`config.mk`:
```
export PLATFORM = sky130hd
export DESIGN_NAME = spike_fifo_writer
export DESIGN_NICKNAME = d
export VERILOG_FILES = /design/src/rtl/spike_fifo_writer.sv
export SDC_FILE = /design/constraint.sdc
export NUM_CORES = 1
export LEC_CHECK = 0
export ABC_AREA = 1
export BUFFER_PORTS_ARGS = -buffer_cell sky130_fd_sc_hd__buf_2
export CAP_MARGIN = 20
export CORE_MARGIN = 3
export CORE_UTILIZATION = 55
export CTS_BUF_LIST = sky130_fd_sc_hd__clkbuf_8
export CTS_CLUSTER_DIAMETER = 40
export DETAILED_ROUTE_END_ITERATION = 12
export PLACE_DENSITY = 0.76
export SLEW_MARGIN = 20
export SYNTH_ARGS = -nofsm -noshare
export SYNTH_HDL_FRONTEND = slang
export SYNTH_SLANG_ARGS = --single-unit
```
`constraint.sdc`:
```
create_clock -name CLK -period 4.44 [get_ports CLK]
set_input_delay 0.444 -clock CLK [delete_from_list [all_inputs] [get_ports CLK]]
set_output_delay 0.444 -clock CLK [all_outputs]
set_load 0.01 [all_outputs]
```
`src/rtl/spike_fifo_writer.sv`:
```
`default_nettype none
// ============================================================================
// Module   : spike_fifo_writer
// Purpose  : Producer side of the spike event FIFO. Holds an N-bit input
//            spike bitmap written by the host over OBI, snapshots it on every
//            tick trigger and pushes the index of every set bit into the FIFO
//            in ascending order, then raises spikecore_done_o.
// Revision : 1.0 - initial release
// ----------------------------------------------------------------------------
// Ports
//   CLK, RSTN            clock, asynchronous active-low reset
//   spike_slave_req_i    OBI request  {req, we, be[3:0], addr[31:0], wdata[31:0]}
//   spike_slave_resp_o   OBI response {gnt, rvalid, rdata[31:0]}
//   start_i              controller start level
//   next_tick_i          tick pulse from tick generator
//   FIFO_w_en_o          FIFO push strobe
//   FIFO_w_data_o        neuron index pushed
//   FIFO_full_i          FIFO full
//   spikecore_done_o     scan complete (level, held until next trigger)
//   busy_o               scan in progress
// Memory map (word index = addr[$clog2(N/32)+2:2])
//   0 .. N/32-1  shadow bitmap words (bit b of word w is neuron 32w+b)
//   N/32         STATUS {count @ [16+], overrun[2] (clear on read), done[1], busy[0]}
// Configuration macro
//   SPIKE_FIFO_WRITER_AUTOCLEAR_EN : clear shadow on every snapshot
// ============================================================================
module spike_fifo_writer #(
  parameter int unsigned N     = 256,
  parameter type         req_t = logic [69:0],
  parameter type         rsp_t = logic [33:0]
) (
  input  logic                 CLK,
  input  logic                 RSTN,
  input  req_t                 spike_slave_req_i,
  output rsp_t                 spike_slave_resp_o,
  input  logic                 start_i,
  input  logic                 next_tick_i,
  output logic                 FIFO_w_en_o,
  output logic [$clog2(N)-1:0] FIFO_w_data_o,
  input  logic                 FIFO_full_i,
  output logic                 spikecore_done_o,
  output logic                 busy_o
);

  localparam int unsigned NW  = N / 32;
  localparam int unsigned IW  = $clog2(N);
  localparam int unsigned CW  = IW + 1;
  localparam int unsigned AW  = $clog2(NW) + 1;
  localparam int unsigned WIW = (NW > 1) ? $clog2(NW) : 1;
  localparam logic [WIW-1:0] LAST_WORD = WIW'(NW - 1);

  typedef enum logic [1:0] {
    S_IDLE = 2'd0,
    S_SCAN = 2'd1,
    S_DONE = 2'd2
  } state_t;

  // Request field split
  logic [69:0]   w_req;
  logic          w_req_v;
  logic          w_we;
  logic [3:0]    w_be;
  logic [31:0]   w_addr;
  logic [31:0]   w_wdata;
  logic [31:0]   w_bmask;
  logic [AW-1:0] w_widx;
  logic          w_unused_ok;

  assign w_req       = spike_slave_req_i;
  assign w_req_v     = w_req[69];
  assign w_we        = w_req[68];
  assign w_be        = w_req[67:64];
  assign w_addr      = w_req[63:32];
  assign w_wdata     = w_req[31:0];
  assign w_bmask     = {{8{w_be[3]}}, {8{w_be[2]}}, {8{w_be[1]}}, {8{w_be[0]}}};
  assign w_widx      = w_addr[AW+1:2];
  assign w_unused_ok = ^{w_addr[31:AW+2], w_addr[1:0]};

  state_t          state_q, state_d;
  logic            start_q;
  logic [N-1:0]    shadow_q, shadow_d;
  logic [N-1:0]    work_q, work_d;
  logic [WIW-1:0]  word_idx_q, word_idx_d;
  logic [CW-1:0]   count_q, count_d;
  logic            overrun_q, overrun_d;
  logic            rvalid_q;
  logic [31:0]     rdata_q, rdata_d;

  logic            w_trig;
  logic [31:0]     w_cur_word;
  logic [4:0]      w_lsb;
  logic            w_push;

  assign w_trig = (start_i & ~start_q) | (next_tick_i & start_i);

  // Current work word and its lowest set bit (descending loop: lowest wins)
  always_comb begin
    w_cur_word = '0;
    for (int w = 0; w < NW; w++) begin
      if (word_idx_q == WIW'(w)) w_cur_word = work_q[w*32 +: 32];
    end
    w_lsb = '0;
    for (int b = 31; b >= 0; b--) begin
      if (w_cur_word[b]) w_lsb = 5'(b);
    end
  end

  assign w_push           = (state_q == S_SCAN) && (w_cur_word != '0) && !FIFO_full_i;
  assign FIFO_w_en_o      = w_push;
  assign FIFO_w_data_o    = w_push ? IW'({word_idx_q, w_lsb}) : '0;
  assign busy_o           = (state_q == S_SCAN);
  assign spikecore_done_o = (state_q == S_DONE);

  // Next-state and datapath
  always_comb begin
    state_d    = state_q;
    shadow_d   = shadow_q;
    work_d     = work_q;
    word_idx_d = word_idx_q;
    count_d    = count_q;
    overrun_d  = overrun_q;
    rdata_d    = '0;

    // Host reads; a STATUS read clears overrun (a same-cycle set wins below)
    if (w_req_v && !w_we) begin
      for (int w = 0; w < NW; w++) begin
        if (w_widx == AW'(w)) rdata_d = shadow_q[w*32 +: 32];
      end
      if (w_widx == AW'(NW)) begin
        rdata_d[0]       = busy_o;
        rdata_d[1]       = spikecore_done_o;
        rdata_d[2]       = overrun_q;
        rdata_d[16 +: CW] = count_q;
        overrun_d        = 1'b0;
      end
    end

    case (state_q)
      S_IDLE, S_DONE: begin
        if (w_trig) begin
          work_d     = shadow_q;
          word_idx_d = '0;
          count_d    = '0;
          state_d    = S_SCAN;
`ifdef SPIKE_FIFO_WRITER_AUTOCLEAR_EN
          shadow_d   = '0;
`else
          shadow_d   = shadow_q;
`endif
        end
      end
      S_SCAN: begin
        if (w_trig) overrun_d = 1'b1;
        if (w_cur_word != '0) begin
          if (!FIFO_full_i) begin
            for (int w = 0; w < NW; w++) begin
              if (word_idx_q == WIW'(w))
                work_d[w*32 +: 32] = w_cur_word & (w_cur_word - 32'd1);
            end
            count_d = count_q + CW'(1);
          end
        end else if (word_idx_q == LAST_WORD) begin
          state_d = S_DONE;
        end else begin
          word_idx_d = word_idx_q + WIW'(1);
        end
      end
      default: state_d = S_IDLE;
    endcase

    // Host write lands after the snapshot/clear, so it overrides both
    if (w_req_v && w_we) begin
      for (int w = 0; w < NW; w++) begin
        if (w_widx == AW'(w))
          shadow_d[w*32 +: 32] = (shadow_d[w*32 +: 32] & ~w_bmask) | (w_wdata & w_bmask);
      end
    end
  end

  always_ff @(posedge CLK or negedge RSTN) begin
    if (!RSTN) begin
      state_q    <= S_IDLE;
      start_q    <= 1'b0;
      shadow_q   <= '0;
      work_q     <= '0;
      word_idx_q <= '0;
      count_q    <= '0;
      overrun_q  <= 1'b0;
      rvalid_q   <= 1'b0;
      rdata_q    <= '0;
    end else begin
      state_q    <= state_d;
      start_q    <= start_i;
      shadow_q   <= shadow_d;
      work_q     <= work_d;
      word_idx_q <= word_idx_d;
      count_q    <= count_d;
      overrun_q  <= overrun_d;
      rvalid_q   <= w_req_v;
      rdata_q    <= rdata_d;
    end
  end

  assign spike_slave_resp_o = {w_req_v, rvalid_q, rdata_q};

endmodule
`default_nettype wire
```
After elaboration in Yosys (flattened, before gate mapping). Index checks and enable logic that the tools add are counted.

Reductions and logical operators: 31. Add/sub/neg operators: 3. Bitwise logic cells: 23. Eq/ne operators: 30. Multiplexer cells: 80.

Operators by type and width (count): 32-bit 2-to-1 mux (25); 256-bit 2-to-1 mux (3); 256-bit case mux with 2 select lines (1); 32-bit AND (10); 32-bit OR (8); 5-bit 2-to-1 mux (32); 5-bit AND reduction (8); 9-bit 2-to-1 mux (4); 32-bit inverter (1); 32-bit nonzero test (1); 32-bit by 1-bit subtractor with 32-bit output (second input constant) (1); 2-bit by 1-bit != test with 1-bit output (second input constant) (9); 9-bit case mux with 2 select lines (1); 4-bit by 3-bit equality test with 1-bit output (second input constant) (4); 2-bit AND reduction (8); 3-bit equality test (second input constant) (4); 3-bit 2-to-1 mux (4); 9-bit by 1-bit adder with 9-bit output (second input constant) (1); 4-bit by 2-bit equality test with 1-bit output (second input constant) (2); 8-bit 2-to-1 mux (1); 2-bit != test (second input constant) (4); 4-bit AND reduction (2); 3-bit by 2-bit equality test with 1-bit output (second input constant) (2); 2-bit 2-to-1 mux (3); other kinds (20) (28).

Word-level logic and storage cells: 190. Output and inout bits: 45. Input bits: 75. Register bits: 561.

Depth between registers and ports, before layout.
Word-level depth: 42. Gate-level depth with buffers: 44. Gate-level depth less buffers: 42.

Worst setup path after synthesis. No wires, ideal clock.

Kind: register -> output. Start point: register word_idx_q[1]. End point: output port FIFO_w_data_o[0]. Required time: 3.996 ns. Stages on the path, launching flop included: 45. Buffers on the path: 2. Data arrival time: 3.225 ns. Path slack: 0.771 ns. Cells stage by stage: dfrtp_1 inv_1 ha_1 inv_1 nor2_2 buf_2 buf_4 nand2_1 nand3_1 nand3_1 nand2_1 nand2_1 nand2_1 nand2_1 nand2_1 nand2_1 nand2_1 nand2_1 (+9 left out) nand2_1 nand2_1 nand2_1 nand2_1 nand2_1 nand2_1 nand2_1 nand2_1 nand2_1 nand2_1 nand2_1 nand2_1 nand2_1 nand2_1 nand2_1 nand2_1 nand2_1 a21oi_1.

Cells in the longest elaborated chain, start to end: 42. Elaborated cells on any way between the ends: 52. Those cells by class: eq/ne: 7; mux: 41; reduce/logical: 4.

RTL lines: start, declared (RTL line 83) `logic [WIW-1:0] word_idx_q, word_idx_d;`; start signal, assigned (RTL line 196) `word_idx_q <= word_idx_d;`; 3-bit zero test (RTL line 100) `if (word_idx_q == WIW'(w)) w_cur_word = work_q[w*32 +: 32];`; 32-bit 2-to-1 mux (7 in a row) (RTL line 100); 32-bit 2-to-1 mux (*) (RTL line 100); 5-bit 2-to-1 mux (32 in a row) (RTL line 104) `if (w_cur_word[b]) w_lsb = 5'(b);`; 8-bit 2-to-1 mux (*) (RTL line 110) `assign FIFO_w_data_o = w_push ? IW'({word_idx_q, w_lsb}) : '0;`; end, declared (RTL line 39) `output logic [$clog2(N)-1:0] FIFO_w_data_o,`.

Every way passes the cells marked *; elsewhere a longest branch is shown, timed or not.

Worst setup path in the final report. Same ends and word-level chain as after synthesis.

==> impl_results.md <==
- Design Power: 0.0243 W
- Slew @ Worst Pin: 1.14 ns
- Worst min-delay path startpoint: spike_slave_req_i[17]
- Synth-to-layout area growth: 18.3%
- Wire per inst: 22.7 microns
- IO Count: 120
- RePlAce Congestion: 0.941
- PnR worst setup slack: -0.450 ns
- Syn Area/Cell: 8.14 sq um
- Skew final: 0.0240 ns
- Slowest Stage Delay on Critical Path: 0.43 ns
- RSZ-0062 raised after global routing: yes
- Sequential area share after synthesis: 51.8%
- Worst R2R Path Depth: 24
- Fillers: 4,040
- WP data arrival: 4.45 ns
- #FFs+latches synth: 561
- H-tree levels: 3
- Critical path startpoint category: flop
- Die height: 228 microns
- Final worst path period need: 4.89 ns
- Residual DRC: 0
- Clk_lat worst skew: 0.70 ns
- Sink Count: 561
- Grt total ovfl: 0
- Setup TNS Final: -3.19 ns
- Fmax: 204 MHz
- Leakage: 15.3 nW
- Crit path kind: reg2out
- Initial core utilization: 56.2%
- Max clock buf depth: 3
- Worst path bufs/invs: 6
- Critical Path Stages: 35
- Hold Crit Depth: 3
- Clock slew at reported path FFs: 0.06 ns
- Total CTS buffers: 100
- Largest net degree at the start of global routing: 111
- Core ar.: 0.0482 sq mm
- CP Max Fanout: 8
- Status: finished with violations
- Setup violators final: 16
- Crit-path slowest cell: dfrtp_1
- Final slew viol count: 0
- Worst Setup End Kind: output pin
- Worst R2R Setup Slack: -0.16 ns
- Final WL: 96,500 microns
- First-pass GRT wire length: 146,000 microns
- Initial antenna violation count: 2
- Pwr dens: 757 mW/mm^2
- HP Class: in2reg
- Post-DRT Antenna Nets: 0
- VDD IR max: 0.696 mV
- Total GRT Usage: 36.1%
- Initial DRC Count: 3,805
- Reg2Reg Capture Point: work_q[191]$_DFFE_PN0P_
- CP dominant cell by count: nand2_1
- Post-synthesis net count: 3,411
- Final Hold Vio Count: 0
- Number of max-cap violations: 0
- Finished Core Util: 66.5%
- Die area: 0.0520 sq mm
- Post-Synthesis Cells: 3,329
- Netlist Area Pre-Place: 0.0271 sq mm
- Final instance area: 0.0321 sq mm
- Port buffer count: 91
- Layout Nets: 3,590
- Clk root buf: clkbuf_8
- EDFF count, synth: 0
- HPWL after DPL: 60,100 microns
- Worst hold slack: 0.119 ns
- DR vias: 26.1k
- Vias in the first global route: 25.6k
- Ys Warns: 0
- WP data required: 4.00 ns
- Row cnt: 80
- Worst r2r src: word_idx_q[1]$_DFFE_PN0P_
- FFs w/ async S/R, synth: 100%
- Vias per inst: 6.16
- Relative slew slack: 23.8%
- Die Wd: 228 microns
- TritonCTS clock tree: built
- Dpl cell area: 0.0287 sq mm
- Fin crit share: 110%
- Predominant post-synthesis flop cell: dfrtp_1
- Ratio of cells with drive above 1 in the final layout: 16.0%
- Failing checks: setup timing
- Library cells used by synthesis: 52
- Crit-path leading delay family: simple AND/OR/NAND/NOR gates
- DRT Pass-1 Iters: 10
## layer usage
metal,vias to the layer above,wire length (microns),GRT usage (%)
met5,-,17,0
met2,1798,42800,55.0
met4,2,6450,22.6
met1,12500,35800,46.9
met3,406,11500,8.45
li1,11500,-,-
## cells in the mapped netlist, types with 3 or more instances
cell / n / area [sq um]
o2111ai_1: 16 / 140
nor2_2: 6 / 37.5
inv_2: 11 / 41.3
buf_6: 7 / 78.8
nand3_1: 110 / 551
clkinv_1: 4 / 15.0
o22ai_1: 31 / 194
a22oi_1: 10 / 75.1
a2111oi_0: 5 / 43.8
o221ai_1: 30 / 263
a211oi_1: 9 / 67.6
inv_1: 341 / 1280
o21ai_0: 461 / 2310
buf_4: 10 / 75.1
a21o_1: 20 / 150
a31oi_1: 32 / 200
clkbuf_1: 115 / 432
a21oi_1: 93 / 465
buf_1: 13 / 48.8
nand2_1: 1005 / 3770
ha_1: 7 / 87.6
buf_2: 46 / 230
o21ai_1: 79 / 395
a21oi_2: 3 / 26.3
nor2_1: 81 / 304
a221oi_1: 33 / 289
a2bb2oi_1: 14 / 123
a21boi_1: 7 / 52.6
nor3_1: 4 / 20.0
o32ai_1: 7 / 61.3
dfrtp_1: 561 / 14000
nand2_2: 3 / 18.8
nand4_1: 7 / 43.8
o211ai_1: 76 / 571
o21a_1: 48 / 360
## repair_timing
item,4_1_cts,5_1_grt
buffers inserted,28,21
endpoints found under the setup margin,28,177
endpoints found under the hold margin,104,0
gates resized for setup,100,82
pin swaps,26,36
gates cloned,4,2
hold buffers,3,0
## where the power goes
part	total (W)	internal [W]	switching (W)	leakage (nW)
logic	0.0121	0.00442	0.00763	6.77
registers	0.00730	0.00651	0.000792	7.34
clock network	0.00491	0.00270	0.00221	1.16
total	0.0243	0.0136	0.0106	15.3
## worst reg2reg max path: stages, from the launching register on
cell	delay [ns]
dfrtp_1	0.43
inv_2	0.14
ha_4	0.17
inv_2	0.05
nor2_4	0.14
buf_12	0.16
buf_12	0.12
buf_16	0.12
a31oi_2	0.10
a221oi_2	0.27
o221ai_1	0.18
o211ai_1	0.13
o211ai_1	0.14
o21ai_2	0.13
nor2_2	0.08
nand2_2	0.11
nor3_4	0.06
nand2_2	0.10
nor2_4	0.06
nand2_1	0.10
nand2_4	0.12
a21oi_4	0.83
inv_2	0.40
a21oi_1	0.24
a22oi_1	0.09
## placed cells by master (no fill, tap or decap), types with 21 or more instances in the layout
| cell type | instances |
|---|---|
| nor2_1 | 61 |
| a31oi_1 | 24 |
| o21ai_1 | 68 |
| o21ai_0 | 458 |
| o221ai_1 | 28 |
| nand3_1 | 104 |
| o22ai_1 | 31 |
| nand2_1 | 983 |
| buf_4 | 132 |
| dfrtp_1 | 559 |
| a21oi_1 | 91 |
| buf_2 | 84 |
| o211ai_1 | 76 |
| inv_1 | 363 |
| o21a_1 | 48 |
| buf_12 | 28 |
| nand2_2 | 21 |
| clkbuf_8 | 124 |
## worst max path at each step
stage	from	end	slack, ns
4_1_cts	word_idx_q[1]$_DFFE_PN0P_	FIFO_w_data_o[0]	-0.43
3_5_place_dp	word_idx_q[1]$_DFFE_PN0P_	FIFO_w_data_o[1]	-0.02
2_1_floorplan	word_idx_q[1]$_DFFE_PN0P_	FIFO_w_data_o[0]	0.77
5_1_grt	word_idx_q[1]$_DFFE_PN0P_	FIFO_w_data_o[0]	-0.69
6_report	word_idx_q[1]$_DFFE_PN0P_	FIFO_w_data_o[0]	-0.45
3_3_place_gp	word_idx_q[1]$_DFFE_PN0P_	FIFO_w_data_o[0]	-0.04
## final cells by class
type	instances	area [sq um]	area share [%]
antenna	1	2.50	0.00781
sequential	561	14000	43.8
inverter	359	1390	4.33
multi-input combinational	2220	11500	35.8
timing repair buffer	266	2280	7.10
clock inverter	59	359	1.12
clock buffer	124	1710	5.32
tap	656	821	2.56
## metrics by stage
stage          setup slack (ns)  instances
6_report                 -0.450       4246
3_5_place_dp            -0.0230       4008
3_3_place_gp            -0.0367       4008
2_1_floorplan             0.771       3329
5_1_grt                  -0.687       4246
4_1_cts                  -0.432       4225
## kinds of logic (layout without fill, tap and decap cells)
family	Yosys count	count (layout)	synth area share, %
and+or+nand+nor	1225	1225	17.8
AOI/OAI and AO/OA	985	987	21.9
DFF	561	561	51.8
buffers and inverters	550	808	8.20
adders and majority gates	7	7	0.323
xor gates and xnor gates	1	1	0.0323
other	0	1	0
(Power assumes the default switching activity.)
